## src/rtl/dlf_pkg.sv

```systemverilog
// Shared types and arithmetic helpers for the gear-shifted PI loop filter.
// The saturate/abs helpers work on 32-bit signed values; callers size-cast.
package dlf_pkg;

  typedef enum logic [1:0] {
    ST_ACQ    = 2'b00,
    ST_SETTLE = 2'b01,
    ST_TRACK  = 2'b10
  } dlf_state_e;

  function automatic logic signed [31:0] sat_s(
    input logic signed [31:0] v,
    input logic signed [31:0] lo,
    input logic signed [31:0] hi
  );
    if (v < lo) begin
      return lo;
    end else if (v > hi) begin
      return hi;
    end else begin
      return v;
    end
  endfunction

  function automatic logic [31:0] abs_s(input logic signed [31:0] v);
    return (v < 0) ? 32'(-v) : 32'(v);
  endfunction

endpackage

```

## src/rtl/dlf_lock_det.sv

```systemverilog
// Lock detector: ACQ -> SETTLE -> TRACK -> ACQ, advanced only on accepted
// samples. Its state selects between acquisition and tracking gains.
module dlf_lock_det
  import dlf_pkg::*;
#(
  parameter int PE_W       = 10,
  parameter int LOCK_TH    = 4,
  parameter int LOCK_CNT   = 16,
  parameter int UNLOCK_TH  = 32,
  parameter int UNLOCK_CNT = 4,
  parameter int SETTLE_CNT = 8
) (
  input  logic            clk,
  input  logic            rst,
  input  logic            accept,
  input  logic [PE_W:0]   pe_abs,
  output logic [1:0]      state,
  output logic            locked,
  output logic            trk_gain
);

  localparam int CNT_MAX =
    (LOCK_CNT > SETTLE_CNT) ? ((LOCK_CNT > UNLOCK_CNT) ? LOCK_CNT : UNLOCK_CNT)
                            : ((SETTLE_CNT > UNLOCK_CNT) ? SETTLE_CNT : UNLOCK_CNT);
  localparam int CW = $clog2(CNT_MAX + 1);

  localparam logic [PE_W:0] LOCK_TH_V   = (PE_W + 1)'(LOCK_TH);
  localparam logic [PE_W:0] UNLOCK_TH_V = (PE_W + 1)'(UNLOCK_TH);
  localparam logic [CW-1:0] LOCK_LAST   = CW'(LOCK_CNT - 1);
  localparam logic [CW-1:0] UNLOCK_LAST = CW'(UNLOCK_CNT - 1);
  localparam logic [CW-1:0] SETTLE_LAST = CW'(SETTLE_CNT - 1);

  dlf_state_e      state_reg, state_next;
  logic [CW-1:0]   lock_cnt_reg, lock_cnt_next;
  logic [CW-1:0]   unl_cnt_reg, unl_cnt_next;
  logic [CW-1:0]   set_cnt_reg, set_cnt_next;

  always_comb begin
    state_next    = state_reg;
    lock_cnt_next = lock_cnt_reg;
    unl_cnt_next  = unl_cnt_reg;
    set_cnt_next  = set_cnt_reg;
    if (accept) begin
      case (state_reg)
        ST_ACQ: begin
          if (pe_abs <= LOCK_TH_V) begin
            if (lock_cnt_reg == LOCK_LAST) begin
              state_next    = ST_SETTLE;
              lock_cnt_next = '0;
              unl_cnt_next  = '0;
              set_cnt_next  = '0;
            end else begin
              lock_cnt_next = lock_cnt_reg + CW'(1);
            end
          end else begin
            lock_cnt_next = '0;
          end
        end
        // Unlock detection is deliberately blind here while the loop settles.
        ST_SETTLE: begin
          if (set_cnt_reg == SETTLE_LAST) begin
            state_next    = ST_TRACK;
            lock_cnt_next = '0;
            unl_cnt_next  = '0;
            set_cnt_next  = '0;
          end else begin
            set_cnt_next = set_cnt_reg + CW'(1);
          end
        end
        ST_TRACK: begin
          if (pe_abs > UNLOCK_TH_V) begin
            if (unl_cnt_reg == UNLOCK_LAST) begin
              state_next    = ST_ACQ;
              lock_cnt_next = '0;
              unl_cnt_next  = '0;
              set_cnt_next  = '0;
            end else begin
              unl_cnt_next = unl_cnt_reg + CW'(1);
            end
          end else begin
            unl_cnt_next = '0;
          end
        end
        default: begin
          state_next    = ST_ACQ;
          lock_cnt_next = '0;
          unl_cnt_next  = '0;
          set_cnt_next  = '0;
        end
      endcase
    end
  end

  always_ff @(posedge clk) begin
    if (rst) begin
      state_reg    <= ST_ACQ;
      lock_cnt_reg <= '0;
      unl_cnt_reg  <= '0;
      set_cnt_reg  <= '0;
    end else begin
      state_reg    <= state_next;
      lock_cnt_reg <= lock_cnt_next;
      unl_cnt_reg  <= unl_cnt_next;
      set_cnt_reg  <= set_cnt_next;
    end
  end

  assign state    = state_reg;
  assign locked   = (state_reg != ST_ACQ);
  assign trk_gain = (state_reg != ST_ACQ);

endmodule

```

## src/rtl/dlf_pi_gear.sv

```systemverilog
// Digital loop filter for the ADPLL: gear-shifted PI core with a clamped
// integrator, optional one-pole smoother and a lock detector.
module dlf_pi_gear
  import dlf_pkg::*;
#(
  parameter int PE_W       = 10,
  parameter int DCW_W      = 12,
  parameter int FRAC_W     = 8,
  parameter int ACC_W      = DCW_W + FRAC_W + 2,
  parameter int DCW_INIT   = 2048,
  parameter int ORDER      = 1,
  parameter int POLE_SH    = 3,
  parameter int KP_ACQ_SH  = 2,
  parameter int KI_ACQ_SH  = 5,
  parameter int KP_TRK_SH  = 4,
  parameter int KI_TRK_SH  = 8,
  parameter int LOCK_TH    = 4,
  parameter int LOCK_CNT   = 16,
  parameter int UNLOCK_TH  = 32,
  parameter int UNLOCK_CNT = 4,
  parameter int SETTLE_CNT = 8
) (
  input  logic                   clk,
  input  logic                   rst,
  input  logic                   in_valid,
  input  logic signed [PE_W-1:0] pe,
  input  logic                   freeze,
  output logic                   out_valid,
  output logic [DCW_W-1:0]       dcw,
  output logic                   locked,
  output logic [1:0]             state
);

  localparam logic signed [31:0]      RAIL_LO  = 32'sd0;
  localparam logic signed [31:0]      RAIL_HI  = 32'((64'(1) << (DCW_W + FRAC_W)) - 64'(1));
  localparam logic signed [ACC_W-1:0] INIT_ACC = ACC_W'(DCW_INIT * (2 ** FRAC_W));

  logic            accept;
  logic [PE_W:0]   pe_abs;
  logic            trk_gain;

  // Input capture stage
  logic                   v0_reg;
  logic signed [PE_W-1:0] pe0_reg;
  logic                   trk0_reg;

  // Stage 1: integrator and proportional term
  logic                    v1_reg;
  logic signed [ACC_W-1:0] integ_reg, integ_next;
  logic signed [ACC_W-1:0] prop_reg;
  logic signed [ACC_W-1:0] x_s1, prop_s1, istep_s1;

  // Stage 2: sum, smoother and output
  logic                    out_valid_reg;
  logic signed [ACC_W-1:0] y_reg, y_next, y_smooth, s_s2;
  logic [DCW_W-1:0]        dcw_reg, dcw_next;

  assign accept = in_valid & ~freeze;
  assign pe_abs = (PE_W + 1)'(abs_s(32'(pe)));

  dlf_lock_det #(
    .PE_W       (PE_W),
    .LOCK_TH    (LOCK_TH),
    .LOCK_CNT   (LOCK_CNT),
    .UNLOCK_TH  (UNLOCK_TH),
    .UNLOCK_CNT (UNLOCK_CNT),
    .SETTLE_CNT (SETTLE_CNT)
  ) u_lock_det (
    .clk      (clk),
    .rst      (rst),
    .accept   (accept),
    .pe_abs   (pe_abs),
    .state    (state),
    .locked   (locked),
    .trk_gain (trk_gain)
  );

  // The gain set travels with the sample so a gear change never re-gains
  // samples already in flight.
  always_comb begin
    x_s1     = ACC_W'(pe0_reg) <<< FRAC_W;
    prop_s1  = trk0_reg ? (x_s1 >>> KP_TRK_SH) : (x_s1 >>> KP_ACQ_SH);
    istep_s1 = trk0_reg ? (x_s1 >>> KI_TRK_SH) : (x_s1 >>> KI_ACQ_SH);
    integ_next = ACC_W'(sat_s(32'(integ_reg) + 32'(istep_s1), RAIL_LO, RAIL_HI));
  end

  always_comb begin
    s_s2     = ACC_W'(sat_s(32'(integ_reg) + 32'(prop_reg), RAIL_LO, RAIL_HI));
    y_smooth = y_reg + ((s_s2 - y_reg) >>> POLE_SH);
    y_next   = (ORDER == 2) ? y_smooth : s_s2;
    dcw_next = DCW_W'(y_next >>> FRAC_W);
  end

  always_ff @(posedge clk) begin
    if (rst) begin
      v0_reg        <= 1'b0;
      pe0_reg       <= '0;
      trk0_reg      <= 1'b0;
      v1_reg        <= 1'b0;
      integ_reg     <= INIT_ACC;
      prop_reg      <= '0;
      out_valid_reg <= 1'b0;
      y_reg         <= INIT_ACC;
      dcw_reg       <= DCW_W'(DCW_INIT);
    end else begin
      v0_reg <= accept;
      if (accept) begin
        pe0_reg  <= pe;
        trk0_reg <= trk_gain;
      end
      v1_reg <= v0_reg;
      if (v0_reg) begin
        integ_reg <= integ_next;
        prop_reg  <= prop_s1;
      end
      out_valid_reg <= v1_reg;
      if (v1_reg) begin
        y_reg   <= y_next;
        dcw_reg <= dcw_next;
      end
    end
  end

  assign out_valid = out_valid_reg;
  assign dcw       = dcw_reg;

endmodule

```

## config.mk

```make
export PLATFORM = sky130hd
export DESIGN_NAME = dlf_pi_gear
export DESIGN_NICKNAME = d
export VERILOG_FILES = /design/src/rtl/dlf_pkg.sv /design/src/rtl/dlf_lock_det.sv /design/src/rtl/dlf_pi_gear.sv
export SDC_FILE = /design/constraint.sdc
export NUM_CORES = 1
export LEC_CHECK = 0
export BUFFER_PORTS_ARGS = -buffer_cell sky130_fd_sc_hd__buf_2
export CELL_PAD_IN_SITES_DETAIL_PLACEMENT = 0
export CELL_PAD_IN_SITES_GLOBAL_PLACEMENT = 1
export CORE_ASPECT_RATIO = 1.1
export CORE_MARGIN = 2
export CORE_UTILIZATION = 30
export CTS_BUF_LIST = sky130_fd_sc_hd__clkbuf_4 sky130_fd_sc_hd__clkbuf_8 sky130_fd_sc_hd__clkbuf_16
export DETAILED_ROUTE_END_ITERATION = 16
export PLACE_DENSITY_LB_ADDON = 0.1
export SLEW_MARGIN = 5
export SYNTH_ARGS = -nofsm -noshare
export SYNTH_HDL_FRONTEND = slang
export SYNTH_SLANG_ARGS = --single-unit
```

## constraint.sdc

```tcl
create_clock -name clk -period 6.8 [get_ports clk]
set_input_delay 1.36 -clock clk [delete_from_list [all_inputs] [get_ports clk]]
set_output_delay 1.36 -clock clk [all_outputs]
set_load 0.05 [all_outputs]
```

=== Word level (Yosys, flattened, before mapping) ===
Index checks and enable logic that the tools add are counted.

* $add $sub $neg: 6
* Magnitude comparators: 7
* Equality and inequality tests: 10
* Multiplexer cells: 26
* Bitwise gates (word level): 2
* Reductions and logical operators: 6

{| class="wikitable"
|+ Operators with widths
! kind !! count
|-
| $mux 5 || 10
|-
| $gt 23x21->1 const B || 2
|-
| $lt 23x1->1 const B || 2
|-
| $pmux 5 s3 || 3
|-
| $mux 22 || 2
|-
| $mux 20 || 2
|-
| $add 22x13->23 || 1
|-
| $add 22x16->23 || 1
|-
| $add 5x1->5 const B || 3
|-
| $mux 15 || 1
|-
| $mux 12 || 1
|-
| $gt 11x6->1 const B || 1
|-
| $le 11x3->1 const B || 1
|-
| $mux 11 || 1
|-
| $neg 10->11 || 1
|-
| $lt 10x1->1 const B || 1
|-
| $mux 2 || 5
|-
| $ne 2x1->1 const B || 5
|-
| $reduce_and 4->1 || 2
|-
| $pmux 2 s3 || 1
|-
| $reduce_and 6->1 || 1
|-
| $eq 5x2->1 const B || 1
|-
| $eq 5x3->1 const B || 1
|-
| $eq 5x4->1 const B || 1
|-
| 7 further kinds || 7
|}

* Register bits after elaboration: 81
* Input port bits: 14
* Output and inout bits: 16
* Word-level logic and storage cells: 69

=== Depth between registers and ports, before layout ===
Gate-level depths: netlist of run 1.

* Depth in word-level cells: 5
* Mapped depth: 14
* Gate-level depth less buffers: 12

=== Modules after synthesis ===
Synthesis of run 1 repeated with hierarchy kept, for this count alone.

* Cells, all modules: 669
* Area total of the unflattened synthesis: 5570.3 sq um

{| class="wikitable"
|+ By module, submodules not included
! module !! instances !! cells an instance !! area each (sq um) !! sequential area each (sq um)
|-
| dlf_pi_gear || 1 || 544 || 4534.3 || 1201.2
|-
| dlf_lock_det || 1 || 125 || 1036.0 || 340.3
|}

=== Worst setup path before layout of run 1 ===
Ideal clock, no wire load.

* Kind: input to register
* Start: input pe[0]
* End: register u_lock_det.unl_cnt_reg[2]
* Setup time: 0.117 ns
* Arrival time: 3.433 ns
* Data required time: 6.683 ns
* Slack: 3.250 ns
* Stages: 10
* Buffers on the path: 0
* Cells stage by stage: inv_1 ha_1 nand2b_4 or4_4 o311ai_1 a21boi_2 nand4_2 a211oi_4 o31ai_1 a32o_1

* Word-level cells in the longest chain between the ends: 5
* Elaborated cells between the ends (all ways): 9
* Classes of those cells: 1 x add/sub; 3 x order compare; 1 x eq/ne; 3 x mux; 1 x reduce/logical

{| class="wikitable"
|+ Ends and longest elaborated chain
! item !! RTL line !! source
|-
| start: declaration || dlf_pi_gear.sv:26 || <nowiki>input logic signed [PE_W-1:0] pe,</nowiki>
|-
| $neg 10->11 / $lt 10x1->1 (equally long branches) || dlf_pkg.sv:26 || <nowiki>return (v < 0) ? 32'(-v) : 32'(v);</nowiki>
|-
| $mux 11 (*) || dlf_pkg.sv:26 ||
|-
| $gt 11x6->1 / $le 11x3->1 (equally long branches) || dlf_lock_det.sv:71, dlf_lock_det.sv:46 ||
|-
| $mux 5 / $ne 2x1->1 (equally long branches) || n/a ||
|-
| $pmux 5 s3 / $reduce_and 4->1 (equally long branches) || n/a ||
|-
| end signal: assignment || dlf_lock_det.sv:103 || <nowiki>unl_cnt_reg <= unl_cnt_next;</nowiki>
|-
| end: declaration || dlf_lock_det.sv:35 || <nowiki>logic [CW-1:0] unl_cnt_reg, unl_cnt_next;</nowiki>
|}

Mark *: on every way between the ends. The rest lies on a longest branch, timed or not.
A chain may end at the register's enable or synchronous reset.

=== Worst setup path after layout of run 1 ===
* Start: register trk0_reg
* End: register integ_reg[1]

* Word-level cells in the longest chain between the ends: 5
* Elaborated cells between the ends (all ways): 6
* Classes of those cells: 1 x add/sub; 2 x order compare; 3 x mux

{| class="wikitable"
|+ Ends and longest elaborated chain
! item !! RTL line !! source
|-
| start: declaration || dlf_pi_gear.sv:45 || <nowiki>logic trk0_reg;</nowiki>
|-
| start signal: assignment || dlf_pi_gear.sv:109 || <nowiki>trk0_reg <= trk_gain;</nowiki>
|-
| $mux 12 (*) || dlf_pi_gear.sv:83 || <nowiki>istep_s1 = trk0_reg ? (x_s1 >>> KI_TRK_SH) : (x_s1 >>> KI_ACQ_SH);</nowiki>
|-
| $add 22x13->23 (*) || dlf_pi_gear.sv:84 || <nowiki>integ_next = ACC_W'(sat_s(32'(integ_reg) + 32'(istep_s1), RAIL_LO, RAIL_HI));</nowiki>
|-
| $gt 23x21->1 || dlf_pkg.sv:18 || <nowiki>end else if (v > hi) begin</nowiki>
|-
| $mux 22 || dlf_pkg.sv:18 ||
|-
| $mux 22 (*) || dlf_pkg.sv:16 || <nowiki>if (v < lo) begin</nowiki>
|-
| end signal: assignment || dlf_pi_gear.sv:113 || <nowiki>integ_reg <= integ_next;</nowiki>
|-
| end: declaration || dlf_pi_gear.sv:49 || <nowiki>logic signed [ACC_W-1:0] integ_reg, integ_next;</nowiki>
|}

Marked as above.

==> flow_summary.yaml, run 1 <==
critical_path:
  r2r-end: "integ_reg[1]"
  r2r_setup_slack_ns: 3.11
  startpoint: "trk0_reg"
  cp.required_ns: 7.08
  crit_path_end_kind: "flip-flop"
  r2r_cells: 11
  critical_path.max_fanout: 21
  worst-setup-path-type: "reg -> reg"
  worstPathArrival_ns: 3.97
  r2r_start: "trk0_reg"
  cp-start-kind: "flip-flop"
final_layout:
  drive_gt1_share_pct: 10.6
  nets: 716
  layout_common_cells: "dfxtp_1, nand2_1, a21oi_1"
  stdcell_area_um2: 5940
  final_common_cell: "dfxtp_1"
  diodes: 0
  largest_reg_flops: 22
  area_growth_pct: 13.2
  n_fill_cell: 1816
global_routing:
  grt-ovfl-total: 0
  grt_pass1_wl_um: 23000
  grt_use_total_pct: 15.5
  grt_antenna_before_repair: 0
  grt_max_degree: 48
  first_global_vias: 4545
logic_synthesis:
  ys_async_sr_fraction_pct: 0
  synth_area_um2: 5250
  synth_edf_count: 0
  synth_area_leaders: "dfxtp_1, ha_1, a21oi_1"
  synth.distinct_cells: 73
  synth_top_area_share_pct: 29.4
  synth_top_cell_by_area: "dfxtp_1"
  synth_ff_type: "dfxtp_1"
  synth-seq-cells: 77
  synthCells: 633
  synthesis.nets: 693
  seq_area_frac_synth_pct: 29.4
  syn_avg_cell_area_um2: 8.29
  ys_warn_count: 0
sta:
  setup_viol: 0
  worst-slew-pin-transition_ns: 0.881
  report.final.hold_viol_count: 0
  fmax_mhz: 271
  final_max_slew_viol_count: 0
  tns_ns: 0
  fin_skew_ns: 0.00663
  slew_headroom_pct: 41.3
  min_period_over_period_pct: 54.2
  post-route-min-period_ns: 3.69
  rsz0062_at_grt: "no"
floorplanning:
  initial_utilization_pct: 30.7
  ios: 30
  die_area_um2: 18600
  die_h_um: 143
  fp.dieW_um: 130
  rows: 50
  core_um2: 17100
cts:
  numClockSinks: 77
  cts_hold_buf: 0
  cts_root_buf: "clkbuf_16"
  cts_tree: "done"
  post_cts_resized: 0
  cts_buffers: 9
  cts_setup_buffers: 0
  cts_max_path_buffers: 2
  path_clk_slew_ns: 0.06
  htree_levels: 3
  clkLatencyLatePin_ns: 0.34
route:
  wl_per_cell_um: 15.4
  drtIter0Drc: 205
  drc_errors: 0
  routed_via_density: 5.19
  totalWireLength_um: 13800
  ant_nets: 0
  vias: 4642
  firstDrtPassIters: 4
placement:
  gp_congestion: 0.738
  dpl-instance-area_um2: 5640
  port_buffers: 29
  dpl.hpwl_um: 10600
hold_path:
  hp-start: "dcw[6]"
  worstHoldEndpoint: "dcw[6]"
  hp-class: "reg -> reg"
  hold_path_depth: 2
power_and_ir_drop:
  leakage_nw: 2.45
  ir_drop_mv: 0.110
  power.density_nw_per_um2: 188
outcome:
  outcome: "finished, final reports clean"
flow_run:
  drv_cap: 0
-- Yosys cell counts, drive strengths merged (4+ instances only) --
cell type	n
a211oi	17
a21boi	4
a21o	17
a21oi	52
a221o	19
a22o	4
a311oi	8
a31oi	8
and2	8
and3	6
buf	5
clkbuf	17
dfxtp	77
ha	44
inv	31
mux2	6
mux2i	10
nand2	60
nand2b	11
nand3	18
nand4	7
nor2	51
nor2b	10
nor3	15
nor3b	5
o211ai	5
o21a	8
o21ai	31
o21bai	4
o31ai	5
or3	5
xnor2	22
xor2	9
-- cell type report --
class	count	area, um2	share of cell area, %
inverter	31	116	1.96
multi-input combinational	503	3510	59.1
sequential	77	1540	25.9
timing repair buffer	34	183	3.07
clock inverter	4	47.5	0.800
clock buffer	11	253	4.25
tap	234	293	4.93
-- cells by family after synthesis --
family | Yosys count | share of synthesized area (%)
simple gates | 204 | 19.2
flops | 77 | 29.4
xor+xnor | 31 | 5.31
fa+ha+maj | 46 | 11.2
buf+inv | 53 | 3.88
compound gates | 206 | 27.8
mux | 16 | 3.19
-- layer usage --
metal	part of all wire [%]	vias to the layer above	track usage, %	routed length, um
li1	-	2398	-	-
met3	2.7	11	2.74	365
met1	50	2177	21.2	6930
met5	0	-	0	0
met4	0.86	0	3.40	119
met2	46	56	25.4	6350
-- per-stage QoR --
stage	cells	total power, mW	hold WS, ns	worst slack, ns	util, %
5_1_grt	894	1.17	0.500	2.82	34.8
2_1_floorplan	633	0.592	0.449	3.25	-
4_1_cts	894	1.13	0.471	2.98	34.8
3_5_place_dp	879	0.633	0.457	2.89	33.0
3_3_place_gp	879	0.631	0.464	2.96	33.0
6_report	894	1.12	0.469	3.11	34.8
-- critical path, stage by stage, from the launching register on --
cell      delay (ns)
dfxtp_1         0.30
buf_4           0.26
mux2_2          0.38
ha_1            0.34
a21oi_1         0.23
a21boi_0        0.28
a211o_1         0.20
a21oi_1         0.11
or3_1           0.36
o211a_1         0.25
a21oi_2         0.68
a221o_1         0.21
-- how the worst max path moves through the flow --
stage | slack [ns] | end | cells past startpoint
floorplan | 3.25 | u_lock_det.unl_cnt_reg[2] | 10
global placement | 2.96 | u_lock_det.unl_cnt_reg[2] | 11
detailed placement | 2.89 | u_lock_det.unl_cnt_reg[2] | 11
CTS | 2.98 | integ_reg[1] | 11
global route | 2.82 | integ_reg[17] | 11
finish | 3.11 | integ_reg[1] | 11
-- where the power goes --
group	switching [mW]	internal [mW]	total (mW)
Sequential	0.0135	0.465	0.478
Combinational	0.0886	0.0549	0.144
Clock	0.193	0.301	0.494
Total	0.295	0.821	1.12
Power figures use the tool's default switching activity.
==> run 2: changes to the inputs <==
==> constraint.sdc (replaced) <==
create_clock -name clk -period 3 [get_ports clk]
set_input_delay 0.6 -clock clk [delete_from_list [all_inputs] [get_ports clk]]
set_output_delay 0.6 -clock clk [all_outputs]
set_load 0.05 [all_outputs]
==> run 2 against run 1 <==
Routed wire length rose by 7.5%. Worst hold slack lost 0.017 ns. Clock power up 100%. Power rose by 120%. Maximum frequency grew 24%. First-iteration DRC count up 18%. Flip-flop and latch count unchanged. Cell count rose by 6.0%.
==> flow_summary.yaml, run 2 (same netlist as run 1, synthesis figures left out) <==
outcome:
  outcome: "finished, final reports clean"
sta:
  fin_skew_ns: 0.00368
  rsz0062_at_grt: "yes"
  post-route-min-period_ns: 2.98
  slew_headroom_pct: 61.7
  setup_viol: 0
  fmax_mhz: 335
  holdWs_ns: 0.452
  report.final.hold_viol_count: 0
  fin_ws_ns: 0.0153
  worst-slew-pin-transition_ns: 0.575
  final_max_slew_viol_count: 0
  min_period_over_period_pct: 99.5
hold_path:
  hp-class: "reg -> reg"
route:
  routed_via_density: 5.19
  totalWireLength_um: 14800
  drtIter0Drc: 241
  firstDrtPassIters: 5
  drc_errors: 0
  vias: 4916
  ant_nets: 0
  wl_per_cell_um: 15.6
global_routing:
  grt-ovfl-total: 0
  grt_antenna_before_repair: 0
  grt_use_total_pct: 16.4
  first_global_vias: 4771
  grt_pass1_wl_um: 24100
  grt_max_degree: 43
final_layout:
  n_fill_cell: 1746
  layout_common_cells: "dfxtp_1, nand2_1, buf_4"
  diodes: 0
  multi_input_area_um2: 3740
  stdcell_area_um2: 6600
  largest_reg_flops: 22
  nets: 770
  drive_gt1_share_pct: 22.5
  seq_area_um2: 1550
  area_growth_pct: 25.8
  final_common_cell: "dfxtp_1"
placement:
  dpl.hpwl_um: 11300
  gp_congestion: 0.812
  dpl-instance-area_um2: 6050
  port_buffers: 29
  preCtsSetupSlack_ns: -0.327
cts:
  numClockSinks: 77
  path_clk_slew_ns: 0.06
  clkLatencyLatePin_ns: 0.34
  cts_tree: "done"
  cts_root_buf: "clkbuf_16"
  htree_levels: 3
  cts_hold_buf: 0
  cts_max_path_buffers: 2
  cts_buffers: 9
critical_path:
  crit_path_end_kind: "flip-flop"
  critical_path.max_fanout: 19
  cp-start-kind: "flip-flop"
  worst-setup-path-type: "reg -> reg"
  worstPathArrival_ns: 3.21
  cp.required_ns: 3.23
power_and_ir_drop:
  leakage_nw: 2.75
  power.share.combinational_pct: 15.9
  ir_drop_mv: 0.276
  seqPwrFrac_pct: 43.6
  internal-power_mw: 1.83
  power.density_nw_per_um2: 377
  p_switching_mw: 0.659
  swShare_pct: 26.5
  clkPwrFrac_pct: 40.5
floorplanning:
  rows: 50
  fp.dieW_um: 130
  initial_utilization_pct: 30.7
  core_um2: 17100
  die_h_um: 143
  ios: 30
  die_area_um2: 18600
flow_run:
  drv_cap: 0
run 2: metal layers:
layer | GRT usage, % | wire length, um
met1 | 20.3 | 6780
met3 | 3.22 | 534
met5 | 0 | 0
met4 | 4.53 | 193
met2 | 28.9 | 7300
run 2: final cells by class:
cell class,instances,area share [%]
inverter,31,1.76
timing repair buffer,88,9.66
sequential,77,23.4
multi-input combinational,503,56.6
clock inverter,2,0.152
tap,234,4.43
clock buffer,13,3.96
run 2: power groups by stage:
stage / combinational [mW] / clock (mW) / sequential (mW)
2_1_floorplan: 0.239 / 0 / 1.11
3_3_place_gp: 0.372 / 0 / 1.11
3_5_place_dp: 0.375 / 0 / 1.11
4_1_cts: 0.392 / 1.05 / 1.09
5_1_grt: 0.440 / 1.09 / 1.09
6_report: 0.396 / 1.01 / 1.09
run 2: timing repair:
action | CTS | global route
resized for setup | 17 | 26
endpoints found under the setup margin | 30 | 32
setup buffers | 3 | 5
pin swaps | 7 | 22
run 2: final timing paths:
kind / start / to / slack (ns) / cells past startpoint
min: dcw[6] / dcw[6] / 0.45 / 2
max: trk0_reg / integ_reg[4] / 0.02 / 13
max reg2reg: trk0_reg / integ_reg[4] / 0.02 / 13
min reg2reg: dcw[6] / dcw[6] / 0.45 / 2
run 2: per-stage QoR:
| step | utilization (%) | total power [mW] | instances | TNS (ns) |
|---|---|---|---|---|
| final | 38.7 | 2.49 | 948 | 0 |
| after global routing | 38.7 | 2.62 | 948 | -2.30 |
| after CTS | 37.9 | 2.52 | 944 | 0 |
| after detailed placement | 35.5 | 1.48 | 926 | -6.48 |
| after global placement | 35.5 | 1.48 | 926 | -5.00 |
| after floorplan | - | 1.35 | 633 | 0 |
run 2: critical path: stages, from the launching register on:
cell	delay, ns
dfxtp_2	0.33
buf_4	0.16
and2_1	0.17
ha_1	0.33
nor2b_2	0.18
o31a_1	0.30
o21a_1	0.25
a211oi_2	0.25
o21ai_1	0.11
o211ai_1	0.16
buf_4	0.15
a21oi_4	0.06
buf_12	0.16
a221o_1	0.26
